$ cat config.mk
export PLATFORM = sky130hd
export DESIGN_NAME = l2_victim_buffer
export DESIGN_NICKNAME = d
export VERILOG_FILES = /design/src/rtl/l2_victim_buffer.sv
export SDC_FILE = /design/constraint.sdc
export NUM_CORES = 1
export LEC_CHECK = 0
export ABC_AREA = 1
export CORE_AREA = 2 2 325 327
export DETAILED_ROUTE_END_ITERATION = 10
export DIE_AREA = 0 0 327 329
export DONT_BUFFER_PORTS = 1
export PLACE_DENSITY_LB_ADDON = 0.05
export SLEW_MARGIN = 30
export SYNTH_ARGS = -nofsm -noshare
export SYNTH_HDL_FRONTEND = slang
export SYNTH_SLANG_ARGS = --single-unit
$ cat constraint.sdc
create_clock -name clk -period 13 [get_ports clk]
set_clock_uncertainty 0.05 [all_clocks]
set_input_delay 2.6 -clock clk [delete_from_list [all_inputs] [get_ports clk]]
set_output_delay 2.6 -clock clk [all_outputs]
set_load 0.01 [all_outputs]
$ cat src/rtl/l2_victim_buffer.sv
// l2_victim_buffer
//   Write-back victim buffer between the 8-way L2 and physical memory.
//   Dirty lines evicted by the L2 are queued in a DEPTH-entry FIFO and
//   drained to pmem in the background. The block owns the pmem port and
//   arbitrates between L2 line fills (reads) and victim drains (writes).
//   Lookups forward the youngest buffered copy of a line. A fill whose
//   line is still buffered is held back until every copy of that line
//   has been drained.
//
// Ports
//   clk, reset            system clock, asynchronous active-high reset
//   wb_req/wb_address/
//   wb_wdata/wb_resp      victim push from the L2 (wb_resp combinational)
//   rd_address/rd_hit/
//   rd_data               combinational victim lookup (youngest match wins)
//   l2_pmem_read/
//   l2_pmem_address/
//   l2_pmem_resp          L2 line-fill request and its completion
//   pmem_read/pmem_write/
//   pmem_address/
//   pmem_wdata/pmem_resp  physical memory port
module l2_victim_buffer #(
    parameter int unsigned DEPTH = 2
) (
    input  logic         clk,
    input  logic         reset,
    input  logic         wb_req,
    input  logic [15:0]  wb_address,
    input  logic [255:0] wb_wdata,
    output logic         wb_resp,
    input  logic [15:0]  rd_address,
    output logic         rd_hit,
    output logic [255:0] rd_data,
    input  logic         l2_pmem_read,
    input  logic [15:0]  l2_pmem_address,
    output logic         l2_pmem_resp,
    output logic         pmem_read,
    output logic         pmem_write,
    output logic [15:0]  pmem_address,
    output logic [255:0] pmem_wdata,
    input  logic         pmem_resp
);

    localparam int unsigned PW   = $clog2(DEPTH);
    localparam logic [PW:0] FULL = (PW + 1)'(DEPTH);

    typedef enum logic [1:0] {
        IDLE  = 2'd0,
        READ  = 2'd1,
        WRITE = 2'd2
    } state_t;

    state_t         state_q;
    logic [PW-1:0]  head_q;
    logic [PW-1:0]  tail_q;
    logic [PW:0]    count_q;
    logic [DEPTH-1:0] valid_q;
    logic [10:0]    tag_q  [DEPTH];
    logic [255:0]   data_q [DEPTH];

    logic           push;
    logic           pop;
    logic           fill_hazard;
    logic [PW-1:0]  idx;

    always_comb begin
        wb_resp = !reset && wb_req && (count_q != FULL);
        push    = wb_resp;
        pop     = (state_q == WRITE) && pmem_resp;
    end

    // Walk from head (oldest) toward tail so the last match is the youngest.
    always_comb begin
        rd_hit      = 1'b0;
        rd_data     = '0;
        fill_hazard = push && (wb_address[15:5] == l2_pmem_address[15:5]);
        idx         = '0;
        for (int unsigned i = 0; i < DEPTH; i++) begin
            idx = head_q + i[PW-1:0];
            if (valid_q[idx] && (tag_q[idx] == rd_address[15:5])) begin
                rd_hit  = 1'b1;
                rd_data = data_q[idx];
            end
            if (valid_q[idx] && (tag_q[idx] == l2_pmem_address[15:5])) begin
                fill_hazard = 1'b1;
            end
        end
    end

    // The arbitration decision in IDLE treats a push landing this cycle as
    // already buffered: a drain can start on the next cycle, and a fill of
    // the line being pushed is never issued ahead of it.
    always_ff @(posedge clk or posedge reset) begin
        if (reset) begin
            state_q <= IDLE;
        end else begin
            unique case (state_q)
                IDLE: begin
                    if (l2_pmem_read && !fill_hazard) begin
                        state_q <= READ;
                    end else if ((count_q != '0) || push) begin
                        state_q <= WRITE;
                    end
                end
                READ: begin
                    if (pmem_resp) state_q <= IDLE;
                end
                WRITE: begin
                    if (pmem_resp) state_q <= IDLE;
                end
                default: state_q <= IDLE;
            endcase
        end
    end

    always_ff @(posedge clk or posedge reset) begin
        if (reset) begin
            valid_q <= '0;
            head_q  <= '0;
            tail_q  <= '0;
            count_q <= '0;
        end else begin
            if (pop) begin
                valid_q[head_q] <= 1'b0;
                head_q          <= head_q + 1'b1;
            end
            if (push) begin
                valid_q[tail_q] <= 1'b1;
                tail_q          <= tail_q + 1'b1;
            end
            if (push && !pop) begin
                count_q <= count_q + 1'b1;
            end else if (pop && !push) begin
                count_q <= count_q - 1'b1;
            end
        end
    end

    // Payload is qualified by valid_q, so it needs no reset.
    always_ff @(posedge clk) begin
        if (push) begin
            tag_q[tail_q]  <= wb_address[15:5];
            data_q[tail_q] <= wb_wdata;
        end
    end

    always_comb begin
        pmem_read    = (state_q == READ);
        pmem_write   = (state_q == WRITE);
        l2_pmem_resp = (state_q == READ) && pmem_resp;
        pmem_address = '0;
        pmem_wdata   = '0;
        if (state_q == READ) begin
            pmem_address = l2_pmem_address;
        end else if (state_q == WRITE) begin
            pmem_address = {tag_q[head_q], 5'b0};
            pmem_wdata   = data_q[head_q];
        end
    end

endmodule

==> results of run 1 <==
kinds of logic (layout without fill, tap and decap cells):
logic type / count (synthesis) / in the layout
and+or+nand+nor: 1789 / 1789
other: 0 / 14
xor gates and xnor gates: 15 / 15
buffers and inverters: 569 / 485
DFF: 542 / 542
AOI/OAI and AO/OA: 543 / 543
adders and majority gates: 4 / 4
synthesized netlist by cell type (all sizes together):
| master | n |
|---|---|
| nand2 | 1061 |
| edfxtp | 534 |
| o21ai | 529 |
| inv | 323 |
| nor2 | 281 |
| nand3b | 256 |
| nand3 | 181 |
| buf | 123 |
| clkbuf | 123 |
| o22ai | 9 |
| xor2 | 9 |
| dfrtp | 8 |
| nand4 | 7 |
| xnor2 | 6 |
| a21oi | 5 |
| ha | 4 |
| nor3 | 2 |
| and2 | 1 |
sequential cells by signal, indices dropped and copies added (netlist names):
name	flops
count_q	2
data_q	512
head_q	1
state_q	2
tag_q	22
tail_q	1
valid_q	2
per-layer routing:
layer	global-route usage, %	share of wire (%)	wire, um
met3	9.21	11	12000
met5	0	0.043	48
met2	34.2	50	55400
met1	20.4	35	39400
met4	8.82	4.0	4470
area by class of cell:
| cell class | count | area (um^2) | share of cell area, % |
|---|---|---|---|
| sequential | 542 | 16200 | 49.5 |
| antenna | 14 | 35.0 | 0.107 |
| clock buffer | 92 | 1940 | 5.92 |
| clock inverter | 35 | 268 | 0.816 |
| timing repair buffer | 35 | 462 | 1.41 |
| tap | 1391 | 1740 | 5.31 |
| inverter | 323 | 1220 | 3.72 |
| multi-input combinational | 2351 | 10900 | 33.2 |
power by group:
| group | switching [mW] | internal [mW] | total (mW) | leakage, nW |
|---|---|---|---|---|
| Sequential | 0.0845 | 2.17 | 2.26 | 4.97 |
| Combinational | 1.69 | 0.583 | 2.28 | 7.24 |
| Clock | 0.777 | 1.13 | 1.90 | 1.08 |
| Total | 2.55 | 3.88 | 6.44 | 13.3 |
how the worst max path moves through the flow:
stage                                   from                     end  slack, ns  cells past startpoint
final                         rd_address[11]            rd_data[247]       4.98                      9
after CTS                 head_q$_DFFE_PP0P_             rd_data[23]       4.50                     13
after detailed placement      rd_address[11]             rd_data[31]       4.92                      9
after global routing          rd_address[11]             rd_data[31]       4.72                      9
after floorplan                        reset  data_q[1][0]$_DFFE_PP_       2.10                      5
after global placement        rd_address[15]            rd_data[255]       4.82                      8
metrics by stage:
stage,cells,hold WS [ns],util [%]
floorplan,3462,0.417,-
global placement,4635,0.437,29.1
detailed placement,4636,0.451,29.1
CTS,4763,0.461,31.2
global route,4779,0.471,31.4
finish,4783,0.457,31.4
==> impl_metrics.py, run 1 <==
metrics = {
    "outcome": {
        "outcome": "complete, no violations",
    },
    "synthesis": {
        "ys_seq_elements": 542,
        "synthSimpleGateAreaFrac_pct": 26.9,
        "synth_fa_ha_area_share_pct": 0.170,
        "synth_cell_types": 27,
        "synth_area_leaders": "edfxtp_1, nand2_1, o21ai_0",
        "synth-xor-area-share_pct": 0.445,
        "synth_mux_area_share_pct": 0,
        "synth_compound_area_share_pct": 9.25,
        "yosysWarnings": 0,
        "ys_seq_area_share_pct": 55.0,
        "synth_nets": 3775,
        "synth_top_family_by_area": "simple AND/OR/NAND/NOR gates",
        "synth.top_cell.area_share_pct": 54.4,
        "syn-cell-area_um2": 29500,
        "yosys.area.top_type": "edfxtp_1",
        "syn_area_per_cell_um2": 8.52,
        "syn_inst": 3462,
    },
    "setup_path": {
        "worst-path-buf-inv": 3,
        "path_cells": "inv_1, xor2_1, nand2_1, nor3_1, nand2_4, inv_6, buf_4, nand2_1, nand2_1",
        "crit_path_top_delay_cell": "buf_4",
        "r2r-end": "data_q[1][120]$_DFFE_PP_",
        "critPathMaxStageDelay_ns": 0.74,
        "cp_max_fo": 63,
        "required_ns": 10.35,
        "r2r_start": "count_q[1]$_DFFE_PP0P_",
        "critical_path_class": "primary input to primary output",
        "reg2reg_slack_ns": 9.94,
        "critPathMostFrequentCell": "nand2_1",
        "startpoint_type": "primary input",
        "cp-end-kind": "primary output",
        "crit_arrival_ns": 5.37,
        "crit_family": "buffers and inverters",
        "ff2ff_path_depth": 7,
    },
    "layout": {
        "nets": 3637,
        "fillers": 10800,
        "design_area_um2": 32800,
        "final_common_cell": "nand2_1",
        "area_growth_pct": 11.2,
        "drive_gt1_share_pct": 4.14,
        "layout_common_cells": "nand2_1, edfxtp_1, o21ai_0",
    },
    "route": {
        "route.antenna.remaining_nets": 0,
        "vias_per_cell": 4.83,
        "drtIter0Drc": 1352,
        "wirelength_um": 111000,
        "drt-pass1-iter-count": 5,
        "wire_per_inst_um": 23.3,
        "drc": 0,
        "num_vias": 23100,
    },
    "sta": {
        "min_period_ns": 8.02,
        "setup_viol": 0,
        "slew_headroom_pct": 30.3,
        "slew_viol_final": 0,
        "setup_slack_ns": 4.98,
        "finalCritPeriodShare_pct": 61.7,
        "tightestPinTransition_ns": 1.04,
        "fmax_ghz": 0.125,
        "hold_violations": 0,
        "rsz0062_at_grt": "no",
        "fin_setup_tns_ns": 0,
    },
    "flow_run": {
        "drv_cap": 0,
    },
    "global_route": {
        "grt_start_max_net_pins": 141,
        "grt_pass1_wl_um": 156000,
        "first_global_vias": 21800,
        "antenna_found_initial": 9,
        "track_usage_pct": 19.8,
        "overflow": 0,
    },
    "power": {
        "p_per_area_nw_per_um2": 196,
        "ir_drop_mv": 0.135,
        "power.total_mw": 6.44,
        "p_leak_nw": 13.3,
    },
    "floorplanning": {
        "ios": 842,
        "dieArea_um2": 108000,
        "start_util_pct": 28.3,
        "coreArea_um2": 104000,
        "fp-row-count": 119,
        "fp.dieH_um": 329,
        "dieWidth_um": 327,
    },
    "clock_network": {
        "ctsHoldBuffers": 0,
        "numClockSinks": 542,
        "numCtsBuffers": 71,
        "cts_setup_buffers": 0,
        "cts_tree": "yes",
        "clk-insertion-delay-late_ns": 0.63,
        "clk_pin_slew_worst_paths_ns": 0.05,
        "post_cts_resized": 0,
        "h-tree-depth": 3,
        "cts.path.max_buffers": 3,
        "root_buffer": "clkbuf_16",
    },
    "worst_hold_path": {
        "holdCritPathClass": "flop to flop",
        "hold_end": "count_q[0]$_DFFE_PP0P_",
        "hp-start": "count_q[0]$_DFFE_PP0P_",
        "whs_path_depth": 1,
    },
    "placed_design": {
        "place_area_um2": 30400,
        "port_buffers": 0,
        "gp_congestion": 0.863,
        "dp_hpwl_um": 73900,
        "dp_slack_ns": 4.92,
    },
}
Power figures use the tool's default switching activity.
==> inputs of run 2 (changes only) <==
==> constraint.sdc (replaced) <==
create_clock -name clk -period 6.5 [get_ports clk]
set_clock_uncertainty 0.05 [all_clocks]
set_input_delay 1.3 -clock clk [delete_from_list [all_inputs] [get_ports clk]]
set_output_delay 1.3 -clock clk [all_outputs]
set_load 0.01 [all_outputs]
==> run 2 against run 1 <==
Compared with the run above: count of clock-buffer cells in the layout is 1 lower; critical path depth is 3 higher; first-iteration DRC count is 10% higher; worst hold slack hardly changed; total power is 100% higher; setup slack worse by 4.2 ns; sequential share of layout area is 0.10 points lower; die area stayed put; wire length is 1.0% lower; final area is 0.21% higher; register-to-register slack worse by 6.4 ns.
==> impl_metrics.py, run 2 (synthesis results as in run 1) <==
metrics = {
    "setup_path": {
        "crit_start": "head_q$_DFFE_PP0P_",
        "crit_family": "buffers and inverters",
        "critical_path_class": "flop to primary output",
        "worst-path-buf-inv": 4,
        "r2r_start": "count_q[1]$_DFFE_PP0P_",
        "crit_arrival_ns": 4.39,
        "critPathMaxStageDelay_ns": 0.89,
        "path_cells": "buf_4, nand2_1, nand2_1, o21ai_0, inv_1, nand3_1, nor3_1, nand2_4, inv_6, buf_4, nand2_1, nand2_1",
        "ff2ff_path_depth": 6,
        "path_depth": 12,
        "crit_path_top_delay_cell": "dfrtp_4",
        "r2r-end": "data_q[1][228]$_DFFE_PP_",
        "reg2reg_slack_ns": 3.57,
        "required_ns": 5.15,
        "cp-end-kind": "primary output",
        "cp_max_fo": 70,
        "endpoint": "rd_data[43]",
        "critPathMostFrequentCell": "nand2_1",
        "startpoint_type": "flop",
    },
    "layout": {
        "layout_common_cells": "nand2_1, edfxtp_1, o21ai_0",
        "nets": 3635,
        "top_register": "data_q",
        "register_area_um2": 16200,
        "fin_cells": 4790,
        "area_growth_pct": 11.4,
        "fillers": 10800,
        "multi_input_area_um2": 10900,
        "top_regs": "data_q x512, tag_q x22",
        "drive_gt1_share_pct": 4.21,
        "final_common_cell": "nand2_1",
        "largest_reg_flops": 512,
    },
    "route": {
        "drtIter0Drc": 1487,
        "num_vias": 23100,
        "route.antenna.remaining_nets": 0,
        "drc": 0,
        "vias_per_cell": 4.83,
        "wirelength_um": 110000,
        "drt-pass1-iter-count": 6,
        "wire_per_inst_um": 23.0,
    },
    "worst_hold_path": {
        "holdCritPathClass": "flop to flop",
    },
    "clock_network": {
        "clk_pin_slew_worst_paths_ns": 0.05,
        "numCtsBuffers": 70,
        "ctsHoldBuffers": 0,
        "cts_tree": "yes",
        "root_buffer": "clkbuf_16",
        "post_cts_resized": 0,
        "cts_setup_buffers": 0,
        "cts.path.max_buffers": 3,
        "h-tree-depth": 3,
        "clk-insertion-delay-late_ns": 0.62,
        "numClockSinks": 542,
    },
    "sta": {
        "fin_setup_tns_ns": 0,
        "min_period_ns": 5.74,
        "hold_violations": 0,
        "setup_viol": 0,
        "fmax_ghz": 0.174,
        "finalCritPeriodShare_pct": 88.3,
        "slew_viol_final": 0,
        "rsz0062_at_grt": "no",
        "tightestPinTransition_ns": 1.14,
        "slew_headroom_pct": 24.1,
    },
    "global_route": {
        "first_global_vias": 21500,
        "track_usage_pct": 19.6,
        "grt_start_max_net_pins": 286,
        "grt_pass1_wl_um": 154000,
        "overflow": 0,
        "antenna_found_initial": 13,
    },
    "placed_design": {
        "gp_congestion": 0.846,
        "port_buffers": 0,
        "place_inst": 4640,
        "dp_hpwl_um": 73000,
    },
    "floorplanning": {
        "fp.dieH_um": 329,
        "ios": 842,
        "coreArea_um2": 104000,
        "fp-row-count": 119,
        "start_util_pct": 28.3,
        "dieArea_um2": 108000,
        "dieWidth_um": 327,
    },
    "power": {
        "p_per_area_nw_per_um2": 391,
        "ir_drop_mv": 0.304,
        "power.total_mw": 12.9,
        "p_leak_nw": 13.3,
    },
    "outcome": {
        "outcome": "complete, no violations",
    },
    "flow_run": {
        "drv_cap": 0,
    },
}
==> run 2: cell types whose count changed in the layout (fill, tap and decap cells not counted), sizes merged <==
| cell | before | now |
|---|---|---|
| clkbuf | 92 | 91 |
| bufinv | 4 | 6 |
| diode | 14 | 23 |
| clkinv | 27 | 24 |
| inv | 326 | 327 |
| buf | 35 | 34 |
==> run 2: where the power goes <==
group          internal (mW)  switching, mW  total [mW]
clock                   2.29           1.53        3.82
combinational           1.16           3.35        4.51
sequential              4.34          0.188        4.53
==> run 2: through the flow <==
step / area [um^2] / utilization (%) / worst slack, ns / hold WS (ns)
after floorplan: 29500 / - / 0.0456 / 0.417
after global placement: 30600 / 29.3 / 1.39 / 0.437
after detailed placement: 30600 / 29.3 / 1.35 / 0.453
after CTS: 32800 / 31.4 / 0.659 / 0.449
after global routing: 32900 / 31.5 / 0.464 / 0.474
final: 32900 / 31.5 / 0.764 / 0.457
==> run 2: layout make-up <==
class / instances / area share (%)
Clock buffer: 91 / 5.76
Tap cell: 1391 / 5.29
Inverter: 323 / 3.71
Antenna cell: 23 / 0.175
Sequential cell: 542 / 49.4
Timing Repair Buffer: 34 / 1.46
Clock inverter: 35 / 0.993
Multi-Input combinational cell: 2351 / 33.2
==> run 2: routing by layer <==
metal | vias up | share of wire (%) | global-route usage, %
li1 | 11200 | - | -
met1 | 11000 | 36 | 20.3
met2 | 769 | 50 | 34.1
met3 | 169 | 10 | 8.77
met4 | 6 | 3.5 | 8.64
met5 | - | 0.042 | 0
==> run 2: worst min path at each step <==
stage,start,endpoint,slack (ns),cells past startpoint
after floorplan,count_q[0]$_DFFE_PP0P_,count_q[0]$_DFFE_PP0P_,0.42,1
after global placement,count_q[0]$_DFFE_PP0P_,count_q[0]$_DFFE_PP0P_,0.44,1
after detailed placement,count_q[0]$_DFFE_PP0P_,count_q[0]$_DFFE_PP0P_,0.45,1
after CTS,reset,valid_q[0]$_DFF_PP0_,0.45,1
after global routing,count_q[0]$_DFFE_PP0P_,count_q[0]$_DFFE_PP0P_,0.47,1
final,count_q[0]$_DFFE_PP0P_,count_q[0]$_DFFE_PP0P_,0.46,1
==> inputs of run 3 (changes only) <==
--- a/config.mk
+++ b/config.mk
@@ -6,9 +6,10 @@
 export NUM_CORES = 1
 export LEC_CHECK = 0
 export ABC_AREA = 1
-export CORE_AREA = 2 2 325 327
+export CORE_AREA = 2 2 326 328
+export CTS_CLUSTER_DIAMETER = 40
 export DETAILED_ROUTE_END_ITERATION = 10
-export DIE_AREA = 0 0 327 329
+export DIE_AREA = 0 0 328 330
 export DONT_BUFFER_PORTS = 1
 export PLACE_DENSITY_LB_ADDON = 0.05
 export SLEW_MARGIN = 30
==> constraint.sdc (replaced) <==
create_clock -name clk -period 6.5 [get_ports clk]
set_clock_uncertainty 0.05 [all_clocks]
set_input_delay 0.975 -clock clk [delete_from_list [all_inputs] [get_ports clk]]
set_output_delay 0.975 -clock clk [all_outputs]
set_load 0.01 [all_outputs]
==> run 3 against run 2 <==
Compared with the run above: non-clock buffer count is 5 higher; global-route usage is 0.082 points higher; core utilization is 1.7 points higher; sequential cell count stayed put; setup slack worse by 0.14 ns; combinational power is 1% higher; count of clock-buffer cells in the layout is 48 higher; critical path depth is 1 lower.
==> impl_metrics.py, run 3 (synthesis results as in run 1) <==
metrics = {
    "placed_design": {
        "dp_hpwl_um": 73600,
        "port_buffers": 0,
        "place_inst": 4644,
        "gp_congestion": 0.854,
    },
    "layout": {
        "layout_common_cells": "nand2_1, edfxtp_1, o21ai_0",
        "top_regs": "data_q x512, tag_q x22",
        "final_common_cell": "nand2_1",
        "top_register": "data_q",
        "nets": 3689,
        "fin_cells": 4882,
        "drive_gt1_share_pct": 7.19,
        "area_growth_pct": 17.7,
        "largest_reg_flops": 512,
    },
    "floorplanning": {
        "coreArea_um2": 105000,
        "ios": 842,
        "fp.dieH_um": 330,
        "dieWidth_um": 328,
        "fp-row-count": 119,
        "dieArea_um2": 108000,
        "start_util_pct": 28.2,
    },
    "clock_network": {
        "clk_pin_slew_worst_paths_ns": 0.05,
        "cts.path.max_buffers": 3,
        "clk-insertion-delay-late_ns": 0.67,
        "numClockSinks": 542,
        "numCtsBuffers": 119,
        "post_cts_resized": 0,
        "ctsHoldBuffers": 0,
        "cts_tree": "yes",
        "h-tree-depth": 3,
        "root_buffer": "clkbuf_16",
        "cts_setup_buffers": 0,
    },
    "sta": {
        "min_period_ns": 5.88,
        "finalCritPeriodShare_pct": 90.4,
        "tightestPinTransition_ns": 1.16,
        "slew_viol_final": 0,
        "hold_violations": 0,
        "fin_hold_ws_ns": 0.128,
        "setup_viol": 0,
        "fmax_ghz": 0.170,
        "rsz0062_at_grt": "no",
        "slew_headroom_pct": 22.4,
    },
    "setup_path": {
        "cp-end-kind": "primary output",
        "critical_path_class": "flop to primary output",
        "cp_max_fo": 60,
        "ff2ff_path_depth": 6,
        "critPathMostFrequentCell": "nand2_1",
        "crit_arrival_ns": 4.85,
        "r2r-end": "data_q[0][83]$_DFFE_PP_",
        "path_cells": "buf_4, nand2_1, nand2_1, nand2_1, nand4_1, nor2_1, nand2_4, buf_4, buf_4, nand3b_1, nand2_1",
        "r2r_start": "count_q[1]$_DFFE_PP0P_",
        "crit_path_top_delay_cell": "dfrtp_4",
        "critPathMaxStageDelay_ns": 0.74,
        "reg2reg_slack_ns": 3.25,
        "required_ns": 5.47,
        "startpoint_type": "flop",
    },
    "flow_run": {
        "drv_cap": 0,
    },
    "route": {
        "vias_per_cell": 4.84,
        "route.antenna.remaining_nets": 0,
        "num_vias": 23600,
        "wire_per_inst_um": 22.8,
        "drt-pass1-iter-count": 7,
        "drtIter0Drc": 1552,
        "drc": 0,
        "wirelength_um": 111000,
    },
    "power": {
        "p_per_area_nw_per_um2": 436,
        "ir_drop_mv": 0.292,
        "p_leak_nw": 14.2,
    },
    "global_route": {
        "overflow": 0,
        "antenna_found_initial": 12,
        "grt_pass1_wl_um": 156000,
        "grt_start_max_net_pins": 299,
        "first_global_vias": 22200,
        "track_usage_pct": 19.7,
    },
    "outcome": {
        "outcome": "complete, no violations",
    },
    "worst_hold_path": {
        "holdCritPathClass": "primary input to async pin",
    },
}
run 3: stage by stage:
step | util [%] | setup slack (ns) | TNS [ns] | power [mW] | cell area, um^2
after floorplan | - | -2.77 | -1477.97 | 8.08 | 29500
after global placement | 29.2 | 1.09 | 0 | 9.12 | 30600
after detailed placement | 29.2 | 1.12 | 0 | 9.20 | 30600
after CTS | 33.1 | 0.372 | 0 | 15.3 | 34600
after global routing | 33.2 | 0.130 | 0 | 16.1 | 34700
final | 33.2 | 0.621 | 0 | 15.1 | 34700
run 3: where the power goes:
| group | switching (mW) | internal, mW | total (mW) |
|---|---|---|---|
| Sequential | 0.166 | 4.35 | 4.52 |
| Combinational | 3.39 | 1.18 | 4.57 |
| Clock | 1.96 | 4.08 | 6.04 |
run 3: worst max-delay path, delay by kind of cell, from the launching register on:
family	cells	cell delay (ns)
and+or+nand+nor	8	1.51
buffers and inverters	3	1.80
DFF	1	0.74
run 3: routing by layer:
metal,up-vias,GRT usage (%),share of wire (%)
li1,11400,-,-
met1,11200,20.3,35
met2,903,33.9,50
met3,189,9.09,11
met4,8,8.93,3.8
met5,-,0,0.049
run 3: layout make-up:
cell class,count,area [um^2]
fillers,10700,70000
flip-flops and latches,542,16200
multi-input cells,2351,10900
clock buffers,139,3180
well taps,1391,1740
inverters,323,1220
clock inverters,83,877
repair buffers,39,532
diodes,14,35.0
run 3: how the worst max path moves through the flow:
stage,start,endpoint,slack [ns]
after global routing,head_q$_DFFE_PP0P_,rd_data[22],0.13
after floorplan,reset,data_q[1][0]$_DFFE_PP_,-2.77
final,head_q$_DFFE_PP0P_,rd_data[23],0.62
after global placement,head_q$_DFFE_PP0P_,rd_data[22],1.09
after detailed placement,head_q$_DFFE_PP0P_,rd_data[22],1.12
after CTS,head_q$_DFFE_PP0P_,rd_data[22],0.37
